### config.mk
export PLATFORM = sky130hd
export DESIGN_NAME = moka_prog_loader
export DESIGN_NICKNAME = d
export VERILOG_FILES = /design/src/rtl/moka_prog_loader_pkg.sv /design/src/rtl/moka_byte_packer.sv /design/src/rtl/moka_prog_loader.sv
export SDC_FILE = /design/constraint.sdc
export NUM_CORES = 1
export LEC_CHECK = 0
export CAP_MARGIN = 20
export CORE_MARGIN = 8
export CORE_UTILIZATION = 54
export CTS_BUF_LIST = sky130_fd_sc_hd__clkbuf_8
export CTS_CLUSTER_SIZE = 30
export DETAILED_ROUTE_END_ITERATION = 8
export GPL_TIMING_DRIVEN = 1
export HOLD_SLACK_MARGIN = 0.1
export PLACE_DENSITY_LB_ADDON = 0.3
export SYNTH_ARGS = -nofsm -noshare
export SYNTH_HDL_FRONTEND = slang
export SYNTH_SLANG_ARGS = --single-unit
### constraint.sdc
create_clock -name clk -period 2.9 [get_ports clk]
set_clock_uncertainty 0.1 [all_clocks]
set_input_delay 0.58 -clock clk [delete_from_list [all_inputs] [get_ports clk]]
set_output_delay 0.58 -clock clk [all_outputs]
set_load 0.01 [all_outputs]
### src/rtl/moka_prog_loader_pkg.sv
// rtl/moka_prog_loader_pkg.sv - shared constants and helpers for the moka program loader
// Purpose: state encodings, frame geometry and checksum width used by the loader and its byte packer.
package moka_prog_loader_pkg;

   typedef logic [2:0] state_t;

   // Header and payload words share the same 4-byte little-endian packing.
   localparam int unsigned BYTES_PER_WORD = 4;
   localparam int unsigned CSUM_W         = 8;

   localparam state_t ST_LEN   = 3'd0;
   localparam state_t ST_LOAD  = 3'd1;
   localparam state_t ST_CSUM  = 3'd2;
   localparam state_t ST_RUN   = 3'd3;
   localparam state_t ST_ERROR = 3'd4;

   // States in which the byte stream is being consumed.
   function automatic logic is_rx_state(input state_t st);
      return (st == ST_LEN) || (st == ST_LOAD) || (st == ST_CSUM);
   endfunction

endpackage

### src/rtl/moka_byte_packer.sv
// rtl/moka_byte_packer.sv - 8-to-32 bit little-endian byte packer with a one-deep word buffer
// Purpose: assembles accepted bytes into words (first byte = LSB) and holds a completed word
//          for one write cycle while the next word keeps filling.
// Ports:
//   clk, rst     clock, synchronous active-high reset
//   en           global enable; 0 freezes all state
//   clear        drop partial word and any pending buffered word
//   in_valid     a byte is accepted this cycle
//   in_data      accepted byte
//   word_load    buffer the completed word as a pending write
//   word_done    combinational: this byte completes a word
//   word_next    combinational: the word being completed by this byte
//   word         buffered word
//   word_valid   buffered word is pending (one cycle per word while en=1)
module moka_byte_packer
   import moka_prog_loader_pkg::*;
(
   input  logic        clk,
   input  logic        rst,
   input  logic        en,
   input  logic        clear,
   input  logic        in_valid,
   input  logic [7:0]  in_data,
   input  logic        word_load,
   output logic        word_done,
   output logic [31:0] word_next,
   output logic [31:0] word,
   output logic        word_valid
);

   localparam logic [1:0] LAST_IDX = 2'(BYTES_PER_WORD - 1);

   logic [1:0]  byte_idx_q, byte_idx_d;
   logic [23:0] data_q, data_d;
   logic [31:0] word_q, word_d;
   logic        word_valid_q, word_valid_d;

   assign word_done = in_valid && (byte_idx_q == LAST_IDX);
   // Bytes shift in from the top, so after three bytes data_q = {b2, b1, b0}.
   assign word_next = {in_data, data_q};

   always_comb begin
      byte_idx_d   = byte_idx_q;
      data_d       = data_q;
      word_d       = word_q;
      word_valid_d = 1'b0;
      if (clear) begin
         byte_idx_d = '0;
         data_d     = '0;
      end else if (in_valid) begin
         byte_idx_d = byte_idx_q + 2'd1;  // wraps to 0 after the last byte of a word
         data_d     = {in_data, data_q[23:8]};
         if (word_done && word_load) begin
            word_d       = word_next;
            word_valid_d = 1'b1;
         end
      end
   end

   always_ff @(posedge clk) begin
      if (rst) begin
         byte_idx_q   <= '0;
         data_q       <= '0;
         word_q       <= '0;
         word_valid_q <= 1'b0;
      end else if (en) begin
         byte_idx_q   <= byte_idx_d;
         data_q       <= data_d;
         word_q       <= word_d;
         word_valid_q <= word_valid_d;
      end
   end

   assign word       = word_q;
   assign word_valid = word_valid_q;

endmodule

### src/rtl/moka_prog_loader.sv
// rtl/moka_prog_loader.sv - boot-time program loader feeding the moka core instruction memory
// Purpose: receives a frame (4-byte LE word count N, N LE words, 1-byte XOR checksum) on a byte
//          stream, writes the words to instruction memory and releases the core once the image
//          checksum matches.
// Ports:
//   clk, rst           clock, synchronous active-high reset
//   en                 global enable; 0 freezes all state
//   reload             one-cycle restart request back to header reception
//   s_valid/s_data     byte stream in
//   s_ready            byte accepted when s_valid & s_ready
//   instr_mem_*        instruction memory write port (byte address, word, strobe)
//   core_rstn/core_en  core reset release and enable, high only once the image is verified
//   done               image verified
//   error              sticky fault: length overflow or checksum mismatch
module moka_prog_loader
   import moka_prog_loader_pkg::*;
#(
   parameter int unsigned               DATA_WIDTH        = 32,
   parameter int unsigned               INST_MEM_CAPACITY = 1024,
   parameter logic [DATA_WIDTH-1:0]     ADDR_STEP         = 4
) (
   input  logic                  clk,
   input  logic                  rst,
   input  logic                  en,
   input  logic                  reload,
   input  logic                  s_valid,
   input  logic [7:0]            s_data,
   output logic                  s_ready,
   output logic [DATA_WIDTH-1:0] instr_mem_address,
   output logic [DATA_WIDTH-1:0] instr_mem_data,
   output logic                  instr_mem_we,
   output logic                  core_rstn,
   output logic                  core_en,
   output logic                  done,
   output logic                  error
);

   localparam int unsigned CNT_W = $clog2(INST_MEM_CAPACITY + 1);

   state_t                  state_q, state_d;
   logic [CNT_W-1:0]        word_cnt_q, word_cnt_d;
   logic [CNT_W-1:0]        len_q, len_d;
   logic [CSUM_W-1:0]       csum_q, csum_d;
   logic [DATA_WIDTH-1:0]   addr_q, addr_d;

   logic                    xfer;
   logic                    pk_valid;
   logic                    pk_done;
   logic [31:0]             pk_next;
   logic [31:0]             pk_word;
   logic                    pk_word_valid;

   assign s_ready  = en && is_rx_state(state_q);
   // A byte offered together with reload is dropped: reload wins.
   assign xfer     = s_valid && s_ready && !reload;
   assign pk_valid = xfer && ((state_q == ST_LEN) || (state_q == ST_LOAD));

   moka_byte_packer u_packer (
      .clk        (clk),
      .rst        (rst),
      .en         (en),
      .clear      (reload),
      .in_valid   (pk_valid),
      .in_data    (s_data),
      .word_load  (state_q == ST_LOAD),
      .word_done  (pk_done),
      .word_next  (pk_next),
      .word       (pk_word),
      .word_valid (pk_word_valid)
   );

   always_comb begin
      state_d    = state_q;
      word_cnt_d = word_cnt_q;
      len_d      = len_q;
      csum_d     = csum_q;
      addr_d     = addr_q;
      if (reload) begin
         state_d    = ST_LEN;
         word_cnt_d = '0;
         len_d      = '0;
         csum_d     = '0;
         addr_d     = '0;
      end else if (xfer) begin
         case (state_q)
            ST_LEN: begin
               csum_d = csum_q ^ s_data;
               if (pk_done) begin
                  word_cnt_d = '0;
                  if (pk_next > INST_MEM_CAPACITY) begin
                     state_d = ST_ERROR;
                  end else if (pk_next == '0) begin
                     state_d = ST_CSUM;
                  end else begin
                     state_d = ST_LOAD;
                     len_d   = pk_next[CNT_W-1:0];
                  end
               end
            end
            ST_LOAD: begin
               csum_d = csum_q ^ s_data;
               if (pk_done) begin
                  // Address is latched alongside the buffered word so both appear on the write cycle.
                  addr_d     = DATA_WIDTH'(word_cnt_q) * ADDR_STEP;
                  word_cnt_d = word_cnt_q + CNT_W'(1);
                  if (word_cnt_d == len_q) begin
                     state_d = ST_CSUM;
                  end
               end
            end
            ST_CSUM: begin
               state_d = (s_data == csum_q) ? ST_RUN : ST_ERROR;
            end
            default: begin
               state_d = state_q;
            end
         endcase
      end
   end

   always_ff @(posedge clk) begin
      if (rst) begin
         state_q    <= ST_LEN;
         word_cnt_q <= '0;
         len_q      <= '0;
         csum_q     <= '0;
         addr_q     <= '0;
      end else if (en) begin
         state_q    <= state_d;
         word_cnt_q <= word_cnt_d;
         len_q      <= len_d;
         csum_q     <= csum_d;
         addr_q     <= addr_d;
      end
   end

   // A buffered word stays pending while en=0 and is written once en returns.
   assign instr_mem_we      = pk_word_valid && en;
   assign instr_mem_data    = pk_word;
   assign instr_mem_address = addr_q;
   assign core_rstn         = (state_q == ST_RUN);
   assign core_en           = (state_q == ST_RUN);
   assign done              = (state_q == ST_RUN);
   assign error             = (state_q == ST_ERROR);

endmodule

==> flow_summary.json <==
{
  "status": "complete, no violations",
  "critPathRequiredTime_ps": 2220,
  "track_usage": 0.196,
  "stdcell_count": 750,
  "cts_made_buffers": 9,
  "hold_start": "u_packer.word[25]",
  "rsz0062_at_grt": "no",
  "ys_warn_count": 0,
  "start_util": 0.546,
  "min_to": "u_packer.word[25]",
  "finalSetupViolCount": 0,
  "power_density_mw_per_mm2": 447,
  "max_clock_freq_ghz": 0.358,
  "finalMaxSlewViolations": 0,
  "postCtsResizedCells": 0,
  "synth_common_cells": "nand2_1 (104), dfxtp_1 (103), a21oi_1 (88)",
  "cts_tree": "built",
  "finalHoldViolations": 0,
  "whs_ps": 359,
  "cp-end-kind": "output port",
  "synth_ff_type": "dfxtp_1",
  "worst_pin_slew_ps": 534,
  "reg2reg_to": "state_q[2]",
  "h-tree-depth": 3,
  "antenna_cells": 0,
  "synthCells": 586,
  "power_uw": 2460,
  "drt_wl_total_mm": 11.3,
  "die_w_microns": 109,
  "pin_count": 83,
  "grt_pass1_wl_mm": 19.1,
  "ant_nets": 0,
  "drive_gt1_frac": 0.0654,
  "grt_pass1_vias": 3996,
  "core_area_sq_mm": 0.00855,
  "slew_headroom": 0.641,
  "yosysSeqAreaShare": 0.442,
  "grt_max_degree": 48,
  "routabilityCongestion": 0.834,
  "vdd.ir_drop.worst_uv": 260,
  "drcViolationCount": 0,
  "arrival_ps": 2110,
  "worstHoldPathType": "register to register",
  "clock_path_buffers": 2,
  "r2r_start": "word_cnt_q[1]",
  "grt_antenna_before_repair": 0,
  "maxCapViolations": 0,
  "clk_pin_slew_worst_paths_ps": 100,
  "synth-edff-count": 0,
  "crit_type": "input pin to output port",
  "nets": 652,
  "syn_area_per_cell_sq_um": 7.96,
  "synth_most_common_cell": "nand2_1",
  "synth_area_sq_mm": 0.00467,
  "synth_seq_cells": 103,
  "cts.sink_count": 103,
  "critPathLaunchType": "input pin",
  "cp_max_fo": 3,
  "finalSetupTns_ps": 0,
  "period_share": 0.963,
  "portBuffers": 61,
  "chipHeight_microns": 109,
  "post_cts_buffers": 0,
  "post-dp-hpwl_mm": 7.98,
  "ff2ff_path_depth": 7,
  "vias": 4198,
  "synth_area_leaders": "dfxtp_1 (44%), a21oi_1 (9.4%), nand2_1 (8.4%), nor2_1 (5.1%), buf_4 (3.7%)",
  "grt_overflow": 0,
  "area_growth_pct": 18.1,
  "clkLatencyLatePin_ps": 370,
  "min_path_cells": 2,
  "cts_root_buffer": "clkbuf_8",
  "synthArstFlopShare": 0,
  "fin_crit_ps": 2790,
  "cts.hold.buffers_added": 0,
  "rows": 34,
  "placed_cells": 733,
  "yosysTopAreaCell": "dfxtp_1",
  "via_per_inst": 5.60,
  "drtIter0Drc": 238,
  "r2r_slack_ps": 390,
  "leakagePower_uw": 0.00194,
  "synth_top_cell_area_share": 0.442,
  "synth_cell_type_count": 47,
  "die_area_sq_mm": 0.0119,
  "wl_per_cell_microns": 15.1,
  "drtPass1Iterations": 5
}
-- where the power goes --
part | internal [uW] | leakage (uW) | switching (uW) | total, uW
Clock | 331 | 0.0000874 | 533 | 864
Sequential | 1420 | 0.000830 | 10.1 | 1430
Combinational | 56.4 | 0.00102 | 108 | 164
-- cells in the final DEF, fill, tap and decap left out, types with 2 or more instances in the layout --
| cell | instances |
|---|---|
| inv_8 | 3 |
| nor2b_1 | 3 |
| nor4_1 | 9 |
| buf_2 | 2 |
| mux2i_1 | 6 |
| clkdlybuf4s50_1 | 60 |
| buf_4 | 17 |
| nor2_1 | 64 |
| nand2b_1 | 4 |
| conb_1 | 21 |
| nand3_1 | 6 |
| nand2_1 | 104 |
| clkinvlp_4 | 3 |
| xnor2_1 | 12 |
| and2_1 | 4 |
| dfxtp_1 | 103 |
| or3b_1 | 8 |
| or3_1 | 4 |
| and3_1 | 2 |
| a22oi_1 | 12 |
| xor2_1 | 15 |
| o21ai_0 | 19 |
| nand4_1 | 4 |
| o211ai_1 | 2 |
| ha_1 | 2 |
| a21oi_1 | 88 |
| inv_1 | 2 |
| a21o_1 | 2 |
| nor3_1 | 8 |
| clkbuf_8 | 9 |
| nand3b_1 | 6 |
| nor3b_1 | 15 |
| or4_1 | 4 |
-- how the worst max path moves through the flow --
stage / startpoint / to / cells past startpoint / slack (ps)
6_report: en / s_ready / 4 / 110
5_1_grt: en / s_ready / 4 / 30
4_1_cts: en / s_ready / 4 / 110
3_5_place_dp: en / instr_mem_address[10] / 7 / -10
3_3_place_gp: s_data[7] / len_q[7] / 7 / 80
2_1_floorplan: reload / instr_mem_address[10] / 8 / 600
-- cell type report --
type,instances,area (sq um)
multi-input combinational,441,2360
clock inverter,7,65.1
fill,756,3040
sequential,103,2060
clock buffer,9,124
inverter,2,7.51
timing repair buffer,80,758
tap,108,135
-- per-stage QoR --
step	setup WS [ps]	utilization	cell area [sq um]
final	107	0.644	5510
after global routing	30.5	0.644	5510
after CTS	110	0.644	5510
after detailed placement	-13.6	0.622	5320
after global placement	84.2	0.622	5320
after floorplan	604	-	4740
-- flip-flops by register name, summed over array words and instances (netlist names) --
register / count
u_packer.byte_idx_q: 2
u_packer.data_q: 24
len_q: 11
instr_mem_address: 11
u_packer.word_valid: 1
state_q: 3
u_packer.word: 32
csum_q: 8
word_cnt_q: 11
-- cells by family (layout without fill, tap and decap cells) --
kind of cell,after synthesis,count (layout),synth area share
buffers and inverters,62,98,0.0695
flip-flops,103,103,0.442
adder cells (fa/ha/maj),2,2,0.00536
multiplexers,6,6,0.0129
other,1,21,0.000804
AO/OA/AOI/OAI,135,135,0.163
AND/OR/NAND/NOR,250,250,0.256
XOR/XNOR,27,27,0.0507
-- worst max-delay path: stages --
cell and delay [ps]:
clkdlybuf4s50_1 520, inv_1 80, a211oi_1 310, clkdlybuf4s50_1 630
-- per-layer routing --
| layer | wire (microns) | GRT usage | vias up |
|---|---|---|---|
| met1 | 4630 | 0.229 | 2007 |
| li1 | - | - | 2060 |
| met2 | 5850 | 0.341 | 115 |
| met3 | 604 | 0.0355 | 16 |
| met5 | 0 | 0 | - |
| met4 | 217 | 0.0880 | 0 |
Power figures use the tool's default switching activity.
